**config.mk**
```make
export PLATFORM = sky130hd
export DESIGN_NAME = uart_rx_fifo_flat
export DESIGN_NICKNAME = d
export VERILOG_FILES = /design/src/rtl/uart_rx_fifo_if.sv /design/src/rtl/uart_rx_fifo.sv /design/src/flat_wrapper.sv
export SDC_FILE = /design/constraint.sdc
export NUM_CORES = 1
export LEC_CHECK = 0
export CAP_MARGIN = 20
export CORE_UTILIZATION = 30
export DETAILED_ROUTE_END_ITERATION = 8
export HOLD_SLACK_MARGIN = 0.06
export PLACE_DENSITY = 0.44
export SKIP_LAST_GASP = 1
export SLEW_MARGIN = 40
export SYNTH_ARGS = -nofsm -noshare
export SYNTH_HDL_FRONTEND = slang
export SYNTH_SLANG_ARGS = --single-unit
```
**constraint.sdc**
```tcl
create_clock -name clk -period 7.2 [get_ports clk]
set_input_delay 1.44 -clock clk [delete_from_list [all_inputs] [get_ports clk]]
set_output_delay 1.44 -clock clk [all_outputs]
set_load 0.05 [all_outputs]
```
**src/rtl/uart_rx_fifo_if.sv**
```systemverilog
// Register/bus-side pop and status bundle of the UART receive FIFO.
// master = bus side (issues pops/clears), slave = FIFO.
interface uart_rx_fifo_if #(
   parameter int ADDR_W = 4
) ();
   logic              rd_en;
   logic              clr_status;
   logic [7:0]        rd_data;
   logic              rd_valid;
   logic              empty;
   logic              full;
   logic [ADDR_W:0]   level;
   logic              overrun;
   logic              perr;

   modport master (
      output rd_en, clr_status,
      input  rd_data, rd_valid, empty, full, level, overrun, perr
   );

   modport slave (
      input  rd_en, clr_status,
      output rd_data, rd_valid, empty, full, level, overrun, perr
   );
endinterface

```
**src/rtl/uart_rx_fifo.sv**
```systemverilog
// UART receive FIFO: one push per rx_ok rising edge, registered pop, sticky status.
// Optional level-threshold interrupt enabled by defining UART_RX_FIFO_THRESH_EN.
module uart_rx_fifo #(
   parameter int         ADDR_W = 4,
   parameter logic [7:0] RD_DFT = 8'hFF
) (
   input  logic              clk,
   input  logic              rst_n,
   input  logic              rx_en,
   input  logic              rx_ok,
   input  logic [7:0]        rxd_in,
   input  logic              parity_error_in,
   output logic              rd_data_flag,
`ifdef UART_RX_FIFO_THRESH_EN
   input  logic [ADDR_W:0]   rx_thresh,
   output logic              rx_irq,
`endif
   uart_rx_fifo_if.slave     bus
);
   localparam int              DEPTH   = 2 ** ADDR_W;
   localparam int              LW      = ADDR_W + 1;
   localparam logic [LW-1:0]   LVL_ONE = LW'(1);
   localparam logic [LW-1:0]   LVL_MAX = LW'(DEPTH);
   localparam logic [ADDR_W-1:0] PTR_ONE = ADDR_W'(1);

   logic [7:0]        mem_q [DEPTH];
   logic [ADDR_W-1:0] wr_ptr_q, wr_ptr_d;
   logic [ADDR_W-1:0] rd_ptr_q, rd_ptr_d;
   logic [LW-1:0]     level_q, level_d;
   logic [7:0]        rd_data_q, rd_data_d;
   logic              rd_valid_q, rd_valid_d;
   logic              overrun_q, overrun_d;
   logic              perr_q, perr_d;
   logic              rx_ok_q, perr_in_q;

   logic empty_w, full_w, push, pop, wr_accept, ovr_set, perr_set;

   assign rd_data_flag = rx_ok;
   assign empty_w      = (level_q == '0);
   assign full_w       = (level_q == LVL_MAX);
   assign push         = rx_ok & ~rx_ok_q & rx_en;
   assign pop          = bus.rd_en & ~empty_w & rx_en;
   // A full FIFO still accepts a write when a pop frees a slot in the same cycle.
   assign wr_accept    = push & (~full_w | pop);
   assign ovr_set      = push & full_w & ~pop;
   assign perr_set     = parity_error_in & ~perr_in_q;

   always_comb begin
      wr_ptr_d   = wr_ptr_q;
      rd_ptr_d   = rd_ptr_q;
      level_d    = level_q;
      rd_data_d  = rd_data_q;
      rd_valid_d = 1'b0;
      overrun_d  = overrun_q;
      perr_d     = perr_q;
      if (!rx_en) begin
         wr_ptr_d  = '0;
         rd_ptr_d  = '0;
         level_d   = '0;
         rd_data_d = RD_DFT;
         overrun_d = 1'b0;
         perr_d    = 1'b0;
      end else begin
         if (wr_accept) wr_ptr_d = wr_ptr_q + PTR_ONE;
         if (pop) begin
            rd_ptr_d   = rd_ptr_q + PTR_ONE;
            rd_data_d  = mem_q[rd_ptr_q];
            rd_valid_d = 1'b1;
         end
         case ({wr_accept, pop})
            2'b10:   level_d = level_q + LVL_ONE;
            2'b01:   level_d = level_q - LVL_ONE;
            default: level_d = level_q;
         endcase
         // Set events are applied after the clear so they take priority.
         if (bus.clr_status) begin
            overrun_d = 1'b0;
            perr_d    = 1'b0;
         end
         if (ovr_set)  overrun_d = 1'b1;
         if (perr_set) perr_d    = 1'b1;
      end
   end

   always_ff @(posedge clk or negedge rst_n) begin
      if (!rst_n) begin
         wr_ptr_q   <= '0;
         rd_ptr_q   <= '0;
         level_q    <= '0;
         rd_data_q  <= RD_DFT;
         rd_valid_q <= 1'b0;
         overrun_q  <= 1'b0;
         perr_q     <= 1'b0;
         rx_ok_q    <= 1'b0;
         perr_in_q  <= 1'b0;
      end else begin
         wr_ptr_q   <= wr_ptr_d;
         rd_ptr_q   <= rd_ptr_d;
         level_q    <= level_d;
         rd_data_q  <= rd_data_d;
         rd_valid_q <= rd_valid_d;
         overrun_q  <= overrun_d;
         perr_q     <= perr_d;
         rx_ok_q    <= rx_ok;
         perr_in_q  <= parity_error_in;
      end
   end

   // Storage is deliberately left unreset.
   always_ff @(posedge clk) begin
      if (wr_accept) mem_q[wr_ptr_q] <= rxd_in;
   end

   assign bus.rd_data  = rd_data_q;
   assign bus.rd_valid = rd_valid_q;
   assign bus.level    = level_q;
   assign bus.empty    = empty_w;
   assign bus.full     = full_w;
   assign bus.overrun  = overrun_q;
   assign bus.perr     = perr_q;

`ifdef UART_RX_FIFO_THRESH_EN
   logic rx_irq_q;

   always_ff @(posedge clk or negedge rst_n) begin
      if (!rst_n) rx_irq_q <= 1'b0;
      else        rx_irq_q <= (level_q >= rx_thresh) & (rx_thresh != '0) & rx_en;
   end

   assign rx_irq = rx_irq_q;
`endif
endmodule

```
**src/flat_wrapper.sv**
```systemverilog
// flat-port wrapper written by rule: the top's interface ports become plain ports
module uart_rx_fifo_flat 
#(
   parameter int         ADDR_W = 4,
   parameter logic [7:0] RD_DFT = 8'hFF
)
  (clk, rst_n, rx_en, rx_ok, rxd_in, parity_error_in, rd_data_flag, bus_rd_en, bus_clr_status, bus_rd_data, bus_rd_valid, bus_empty, bus_full, bus_level, bus_overrun, bus_perr);
  uart_rx_fifo_if #(.ADDR_W(ADDR_W)) bus_i ();
  input  logic clk;
  input  logic rst_n;
  input  logic rx_en;
  input  logic rx_ok;
  input  logic [7:0] rxd_in;
  input  logic parity_error_in;
  output logic rd_data_flag;
  input wire logic [$bits(bus_i.rd_en)-1:0] bus_rd_en;
  input wire logic [$bits(bus_i.clr_status)-1:0] bus_clr_status;
  output wire logic [$bits(bus_i.rd_data)-1:0] bus_rd_data;
  output wire logic [$bits(bus_i.rd_valid)-1:0] bus_rd_valid;
  output wire logic [$bits(bus_i.empty)-1:0] bus_empty;
  output wire logic [$bits(bus_i.full)-1:0] bus_full;
  output wire logic [$bits(bus_i.level)-1:0] bus_level;
  output wire logic [$bits(bus_i.overrun)-1:0] bus_overrun;
  output wire logic [$bits(bus_i.perr)-1:0] bus_perr;
  assign bus_i.rd_en = bus_rd_en;
  assign bus_i.clr_status = bus_clr_status;
  assign bus_rd_data = bus_i.rd_data;
  assign bus_rd_valid = bus_i.rd_valid;
  assign bus_empty = bus_i.empty;
  assign bus_full = bus_i.full;
  assign bus_level = bus_i.level;
  assign bus_overrun = bus_i.overrun;
  assign bus_perr = bus_i.perr;
  uart_rx_fifo #(.ADDR_W(ADDR_W), .RD_DFT(RD_DFT)) u_core (.clk(clk), .rst_n(rst_n), .rx_en(rx_en), .rx_ok(rx_ok), .rxd_in(rxd_in), .parity_error_in(parity_error_in), .rd_data_flag(rd_data_flag), .bus(bus_i));
endmodule
```
# Word level (Yosys, flattened, before mapping)
# Memories as Yosys holds them, arrays and structs flattened.
# Cells that the tools add are included.
[word_totals]
ff_bits = 26
ramBits = 128
inputBits = 15
out_inout_bits = 19
wordCells = 54
n_memories = 1
[op_classes]
add_sub_neg = 4
eq_ne = 8
n_mux = 17
n_bitwise = 14
reduce_logical = 1
[mem_list]
columns = ["memory", "depth", "width", "rd", "rd_ports_with_merged_regs", "write_ports", "line", "source"]
rows = [
  ["u_core.mem_q", 16, 8, 1, 0, 1, "uart_rx_fifo.sv:26", "logic [7:0] mem_q [DEPTH];"],
]
[op_table]
columns = ["op", "count"]
rows = [
  ["2-to-1 mux 4 bit", 4],
  ["2-to-1 mux 8 bit", 2],
  ["one-hot mux 5 bit (2 select lines)", 1],
  ["2-to-1 mux 1 bit", 9],
  ["inequality test 3 x 1 -> 1 bit, second input constant", 3],
  ["adder 4 x 1 -> 4 bit, second input constant", 2],
  ["bitwise AND 1 bit", 8],
  ["adder 5 x 1 -> 5 bit, second input constant", 1],
  ["equality test 5 bit, second input constant", 1],
  ["zero test 5 bit", 1],
  ["2-to-1 mux 5 bit", 1],
  ["NOT 1 bit", 5],
  ["subtractor 5 x 1 -> 5 bit, second input constant", 1],
  ["inequality test 2 x 1 -> 1 bit, second input constant", 2],
  ["equality test 2 x 1 -> 1 bit, second input constant", 1],
  ["equality test 2 bit, second input constant", 1],
  ["OR 1 bit", 1],
]

# Depth between registers and ports, before layout
# Gate-level depths: netlist (run 1).
[depth]
ltp_word = 9
depth_mapped = 13
mapped_depth_nobuf = 11

# Least setup slack after synthesis (run 1)
# No wires, ideal clock.
[synth_path]
path_kind = "in2reg"
startpoint = "in bus_rd_en"
endpoint = "reg u_core.level_q[4] (netlist: u_core.bus.level[4])"
arrival_ns = 3.789
slack_ns = 3.287
stages = 11
path_cell_list = "clkbuf_1 -> o21a_1 -> and2_1 -> clkbuf_1 -> nand2_1 -> fa_1 -> nand2b_1 -> o2bb2ai_1 -> or3_1 -> and3_1 -> o31a_1"
[synth_via]
elab_chain_cells = 7
[synth_rtl]
columns = ["item", "line", "source"]
rows = [
  ["start: declaration", "flat_wrapper.sv:16", "input wire logic [$bits(bus_i.rd_en)-1:0] bus_rd_en;"],
  ["bitwise AND 1 bit (*) (2 in series)", "uart_rx_fifo.sv:42", "assign pop = bus.rd_en & ~empty_w & rx_en;"],
  ["OR 1 bit", "uart_rx_fifo.sv:44", "assign wr_accept = push & (~full_w | pop);"],
  ["bitwise AND 1 bit", "uart_rx_fifo.sv:44", ""],
  ["equality test 2 x 1 -> 1 bit or equality test 2 bit (tied branches)", "uart_rx_fifo.sv:70", "case ({wr_accept, pop})"],
  ["one-hot mux 5 bit (2 select lines)", "uart_rx_fifo.sv:70", ""],
  ["2-to-1 mux 5 bit", "uart_rx_fifo.sv:56", "if (!rx_en) begin"],
  ["end signal: assignment", "uart_rx_fifo.sv:99", "level_q <= level_d;"],
  ["end: declaration", "uart_rx_fifo.sv:29", "logic [LW-1:0] level_q, level_d;"],
]
# Every way passes the cells marked *; elsewhere a longest branch is shown, timed or not.
# A chain may end at the register's enable or synchronous reset.

# Worst setup path after layout (run 1)
[layout_path]
startpoint = "in rx_ok"
endpoint = "out rd_data_flag"
[layout_lines]
columns = ["item", "line", "source"]
rows = [
  ["start: declaration", "flat_wrapper.sv:12", "input logic rx_ok;"],
  ["end: declaration", "flat_wrapper.sv:15", "output logic rd_data_flag;"],
]
# No word-level cell between the ends.

==> impl_metrics.ini, run 1 <==
[outcome]
status = finished clean

[detailed_routing]
met3WireLength_um = 409
firstDrtPassIters = 6
top_layer = met4
route.detailed.drc = 0
via_per_inst = 4.78
drt-total-wl_mm = 14.2
drtIter0Drc = 153
routedWlPerCell_um = 20.6
ant_nets = 0
met1Wirelength_mm = 6.68
num_vias = 3290
met2_length_mm = 6.94

[critical_path]
end_kind = primary output
worstReg2RegStart = u_core.bus.level[1]
cp_slowest_stage_delay_ps = 820
cpMostUsedCell = clkdlybuf4s50_1
crit_path_max_fanout = 4
crit_required_ps = 5760
cp_top_family = buffers and inverters
reg2reg_depth = 11
criticalPathCategory = in2out
cp.arrival_ps = 2780
critPathSlowestCell = clkdlybuf4s50_1
rr_endpoint = u_core.bus.level[4]
reg2reg_setup_slack_ps = 3860
critical_path.cell_chain = clkdlybuf4s50_1 > clkdlybuf4s50_1
path_buf_inv = 2
worstSetupStartpointType = primary input

[yosys]
yosys-top-cells-count = edfxtp_1, and2_1, mux4_2, nand2_1, dfrtp_1
synth_most_common_cell = edfxtp_1
syn_inst = 371
syn_nets = 395
ys_seq_elements = 154
synth_top_area_frac = 0.608
synth_edf_count = 128
ys_async_sr_fraction = 0.169
yosys_warnings = 0
ys.flop_type = edfxtp_1
synth_largest_area_cell = edfxtp_1
ys_top_cells_by_area = edfxtp_1, mux4_2, dfrtp_1
synth.distinct_cells = 43
synth_area_per_cell_sq_um = 17.0
ys_seq_area_frac = 0.713
synth_area_sq_um = 6320

[cts]
ctsHoldBuffers = 0
cts.path.max_buffers = 2
cts_setup_buffers = 0
cts-resized-gates = 0
cts_root_buf = clkbuf_16
cts_tree = done
clock-sinks = 154
cts_max_level = 4
clock_latency_ps = 420
cts_buffers = 17
clk_pin_slew_worst_paths_ps = 60

[timing]
worstMarginPinSlew_ps = 736
rsz0062_at_grt = false
skew_ps = 13.5
fin_crit_ps = 4220
finalHoldViolations = 0
max_slew_margin = 0.508
setup_violations = 0
slew_viol_final = 0
tns_ps = 0
fmax_mhz = 237
post-route-period-util = 0.586

[global_routing]
grt_max_degree = 30
grt_pass1_wl_mm = 21.4
antenna_found_initial = 0
grt_use_total = 0.139
grt_pass1_vias = 3365
grt_overflow = 0

[cells_and_area]
regArea_sq_um = 4510
fill_cells = 1955
syn_to_final_growth_pct = 18.2
drive_gt1_frac = 0.179
antenna_cells = 0
multi_input_area_sq_um = 1680
fin_area_sq_um = 7470
finalNetCount = 429

[die]
dieArea_sq_um = 21600
die_h_um = 147
die_w_um = 147
core-area_sq_um = 20400
io_pins = 34
rows = 52
initial_core_util = 0.309

[flow_run]
maxCapViolCount = 0

[pwr]
pwr-share-comb = 0.211
seq_power_share = 0.443
p_clk_frac = 0.346
peakVddDrop_mv = 0.165
intPower_mw = 1.75
p_leak_nw = 2.45
switching_power_uw = 717
powerDensity_nw_per_um2 = 330
switching_share = 0.291

[placed_design]
gp_congestion = 0.730
dpl_cell_area_sq_um = 6910
dp_hpwl_mm = 9.00
port_buffers = 33

[worst_hold_path]
min_to = u_core.bus.rd_data[0]
hp-class = reg2reg
hold_start = u_core.bus.rd_data[0]
hold_path_depth = 2
[metrics by stage]
step           setup slack [ps]   util  instances  power [mW]  hold WS [ps]
6_report                   2980  0.366        688        2.46           516
5_1_grt                    2840  0.366        688        2.56           532
4_1_cts                    2970  0.366        688        2.49           518
3_5_place_dp               2570  0.338        656        1.64           509
3_3_place_gp               2650  0.338        656        1.64           503
2_1_floorplan              3290      -        371        1.48           536
[sequential cells by signal (all words and copies together), names as in the netlist, 4 cells and up]
| register | cells |
|---|---|
| u_core.bus.level | 5 |
| u_core.rd_ptr_q | 4 |
| u_core.bus.rd_data | 8 |
| u_core.wr_ptr_q | 4 |
| u_core.mem_q | 128 |
[layout by cell type, fill, tap and decap left out, drive strengths merged, types with 2 or more instances in the layout]
master           n
xnor2            7
clkinv           9
buf              2
clkinvlp         3
edfxtp         128
nand4            2
clkbuf          18
ha               8
mux2i           10
and2            25
nand2b           4
nor2b            3
bufinv           2
inv              8
dfstp            8
a22oi            8
o21ai            4
nand3           14
mux2             8
o21a             2
dfrtp           18
o22a             8
a31oi            8
nor2            14
clkdlybuf4s50   33
and3             2
a21o             2
nor3b            2
nand2           21
mux4            24
a21oi            2
[routing by layer]
layer	vias to the layer above	track usage
met5	-	0
met4	0	0.0423
met3	10	0.0326
met2	45	0.225
met1	1737	0.185
li1	1498	-
[power groups by stage]
stage	registers, mW	logic [mW]	clock network, mW
after global placement	1.12	0.522	0
after floorplan	1.15	0.329	0
after global routing	1.11	0.556	0.902
final	1.09	0.520	0.852
after detailed placement	1.12	0.526	0
after CTS	1.10	0.527	0.869
[cells by family after synthesis]
family / after synthesis / share of synthesized area
flops: 154 / 0.713
simple gates: 91 / 0.0762
mux: 42 / 0.116
compound gates: 40 / 0.0459
buf+inv: 28 / 0.0206
fa+ha+maj: 9 / 0.0190
xor+xnor: 7 / 0.00970
[area by class of cell]
class | count | share of cell area
timing repair buffer | 35 | 0.0462
multi-input combinational | 189 | 0.226
clock buffer | 18 | 0.0575
clock inverter | 14 | 0.0176
tap | 270 | 0.0452
inverter | 8 | 0.00402
sequential | 154 | 0.604
[how the worst max path moves through the flow]
stage	depth (start not counted)	from	slack, ps	to
after floorplan	11	bus_rd_en	3290	u_core.bus.level[4]
after CTS	2	rx_ok	2970	rd_data_flag
after global routing	9	rx_en	2840	u_core.bus.level[4]
final	2	rx_ok	2980	rd_data_flag
after global placement	9	rx_en	2650	u_core.bus.level[4]
after detailed placement	9	rx_en	2570	u_core.bus.level[4]
No activity file was read; power rests on OpenSTA's default activity.
==> run 2, diff against run 1 <==
==> constraint.sdc (replaced) <==
create_clock -name clk -period 4.4 [get_ports clk]
set_input_delay 0.88 -clock clk [delete_from_list [all_inputs] [get_ports clk]]
set_output_delay 0.88 -clock clk [all_outputs]
set_load 0.05 [all_outputs]
==> impl_metrics.ini, run 2 (synthesized netlist as in run 1, its figures left out) <==
[cells_and_area]
layout_commonest_cell = edfxtp_1
largest_reg_flops = 128
regMostFlops = u_core.mem_q
finish.utilization = 0.371
finalNetCount = 432
antenna_cells = 0
fill_cells = 1947
multi_input_area_sq_um = 1680
stdcell_count = 691
drive_gt1_frac = 0.190
regArea_sq_um = 4510
layout_common_cells = edfxtp_1, clkdlybuf4s50_1, and2_1
syn_to_final_growth_pct = 19.9

[cts]
cts_setup_buffers = 0
clock_latency_ps = 420
ctsHoldBuffers = 0
cts.path.max_buffers = 2
cts_max_level = 4
cts-resized-gates = 0
cts_root_buf = clkbuf_16
clk_pin_slew_worst_paths_ps = 60
cts_tree = done
clock-sinks = 154
cts_buffers = 17

[timing]
slew_viol_final = 0
fin_crit_ps = 3460
skew_ps = 9.11
finalHoldViolations = 0
worstMarginPinSlew_ps = 732
setup_violations = 0
tns_ps = 0
rsz0062_at_grt = false
fmax_mhz = 289
max_slew_margin = 0.511
post-route-period-util = 0.785

[critical_path]
crit_path_max_fanout = 10
cp.arrival_ps = 3760
cp_top_family = simple AND/OR/NAND/NOR gates
crit_required_ps = 4700
cp_slowest_stage_delay_ps = 650
rr_endpoint = u_core.bus.level[4]
worstSetupStartpointType = primary input
criticalPathCategory = in2reg
path_buf_inv = 2
critPathSlowestCell = clkdlybuf4s50_1
worstReg2RegStart = u_core.bus.level[1]
reg2reg_depth = 12
critical_path.cell_chain = clkdlybuf4s50_1 > o21a_1 > and2_1 > buf_4 > nand2_1 > fa_1 > nand2b_1 > o2bb2ai_1 > or3_1 > and3_1 > o31a_1
reg2reg_setup_slack_ps = 1060
end_kind = flip-flop

[die]
rows = 52
initial_core_util = 0.309
die_h_um = 147
io_pins = 34
dieArea_sq_um = 21600
die_w_um = 147
core-area_sq_um = 20400

[detailed_routing]
num_vias = 3309
routedWlPerCell_um = 20.6
drt-total-wl_mm = 14.2
firstDrtPassIters = 4
via_per_inst = 4.79
drtIter0Drc = 224
ant_nets = 0
route.detailed.drc = 0

[placed_design]
place_inst = 658
port_buffers = 33
dp_hpwl_mm = 9.07
gp_congestion = 0.704

[worst_hold_path]
hp-class = reg2reg
hold_path_depth = 2
hold_start = u_core.bus.rd_data[0]
min_to = u_core.bus.rd_data[0]

[flow_run]
maxCapViolCount = 0

[pwr]
seq_power_share = 0.424
peakVddDrop_mv = 0.328
p_leak_nw = 2.49
p_clk_frac = 0.367
pwr-share-comb = 0.208
intPower_mw = 3.00
switching_share = 0.286
powerDensity_nw_per_um2 = 555
switching_power_mw = 1.20

[global_routing]
grt_overflow = 0
antenna_found_initial = 0
grt_max_degree = 31
grt_pass1_wl_mm = 21.6
grt_use_total = 0.141
grt_pass1_vias = 3425

[outcome]
status = finished clean
## run 2: area by class of cell
| type | instances | area share |
|---|---|---|
| flip-flops and latches | 154 | 0.595 |
| multi-input cells | 189 | 0.222 |
| clock buffers | 18 | 0.0567 |
| repair buffers | 38 | 0.0512 |
| well taps | 270 | 0.0446 |
| clock inverters | 14 | 0.0258 |
| inverters | 8 | 0.00396 |
## run 2: worst reg2reg max path, stage by stage (launching register included)
cell and delay, ps:
dfrtp_1 430, or4_4 630, o21a_1 240, and2_1 170
buf_4 170, nand2_1 120, inv_1 90, ha_1 310
nand2b_1 80, o2bb2ai_1 180, or3_1 350, and3_1 180
o31a_1 280
## run 2: routing by layer
metal  part of all wire  track usage  vias to the layer above  wire [um]
li1                   -            -                     1516          -
met1               0.46        0.188                     1719       6560
met2               0.49        0.225                       57       6980
met3              0.033       0.0295                       17        470
met4              0.014       0.0541                        0        204
met5                  0            0                        -          0
## run 2: worst max-delay path by stage
stage,start,to,slack (ps),cells past startpoint
2_1_floorplan,u_core.bus.level[1],u_core.bus.level[4],990,13
3_3_place_gp,bus_rd_en,u_core.bus.level[4],660,11
3_5_place_dp,bus_rd_en,u_core.bus.level[4],520,11
4_1_cts,bus_rd_en,u_core.bus.level[4],980,11
5_1_grt,bus_rd_en,u_core.bus.level[4],800,11
6_report,bus_rd_en,u_core.bus.level[4],940,11
## run 2: power by group through the flow
stage	logic, mW	clock network [mW]	registers (mW)
finish	0.876	1.55	1.78
global placement	0.849	0	1.84
global route	0.940	1.63	1.81
detailed placement	0.860	0	1.84
floorplan	0.538	0	1.88
CTS	0.863	1.58	1.81
## run 2: through the flow
step                      worst slack, ps  hold WS (ps)  instance area (sq um)  power, mW
after floorplan                       985           536                   6320       2.41
after global routing                  802           532                   7570       4.38
final                                 945           509                   7570       4.20
after detailed placement              522           500                   6920       2.70
after global placement                658           496                   6920       2.69
after CTS                             980           507                   7550       4.25
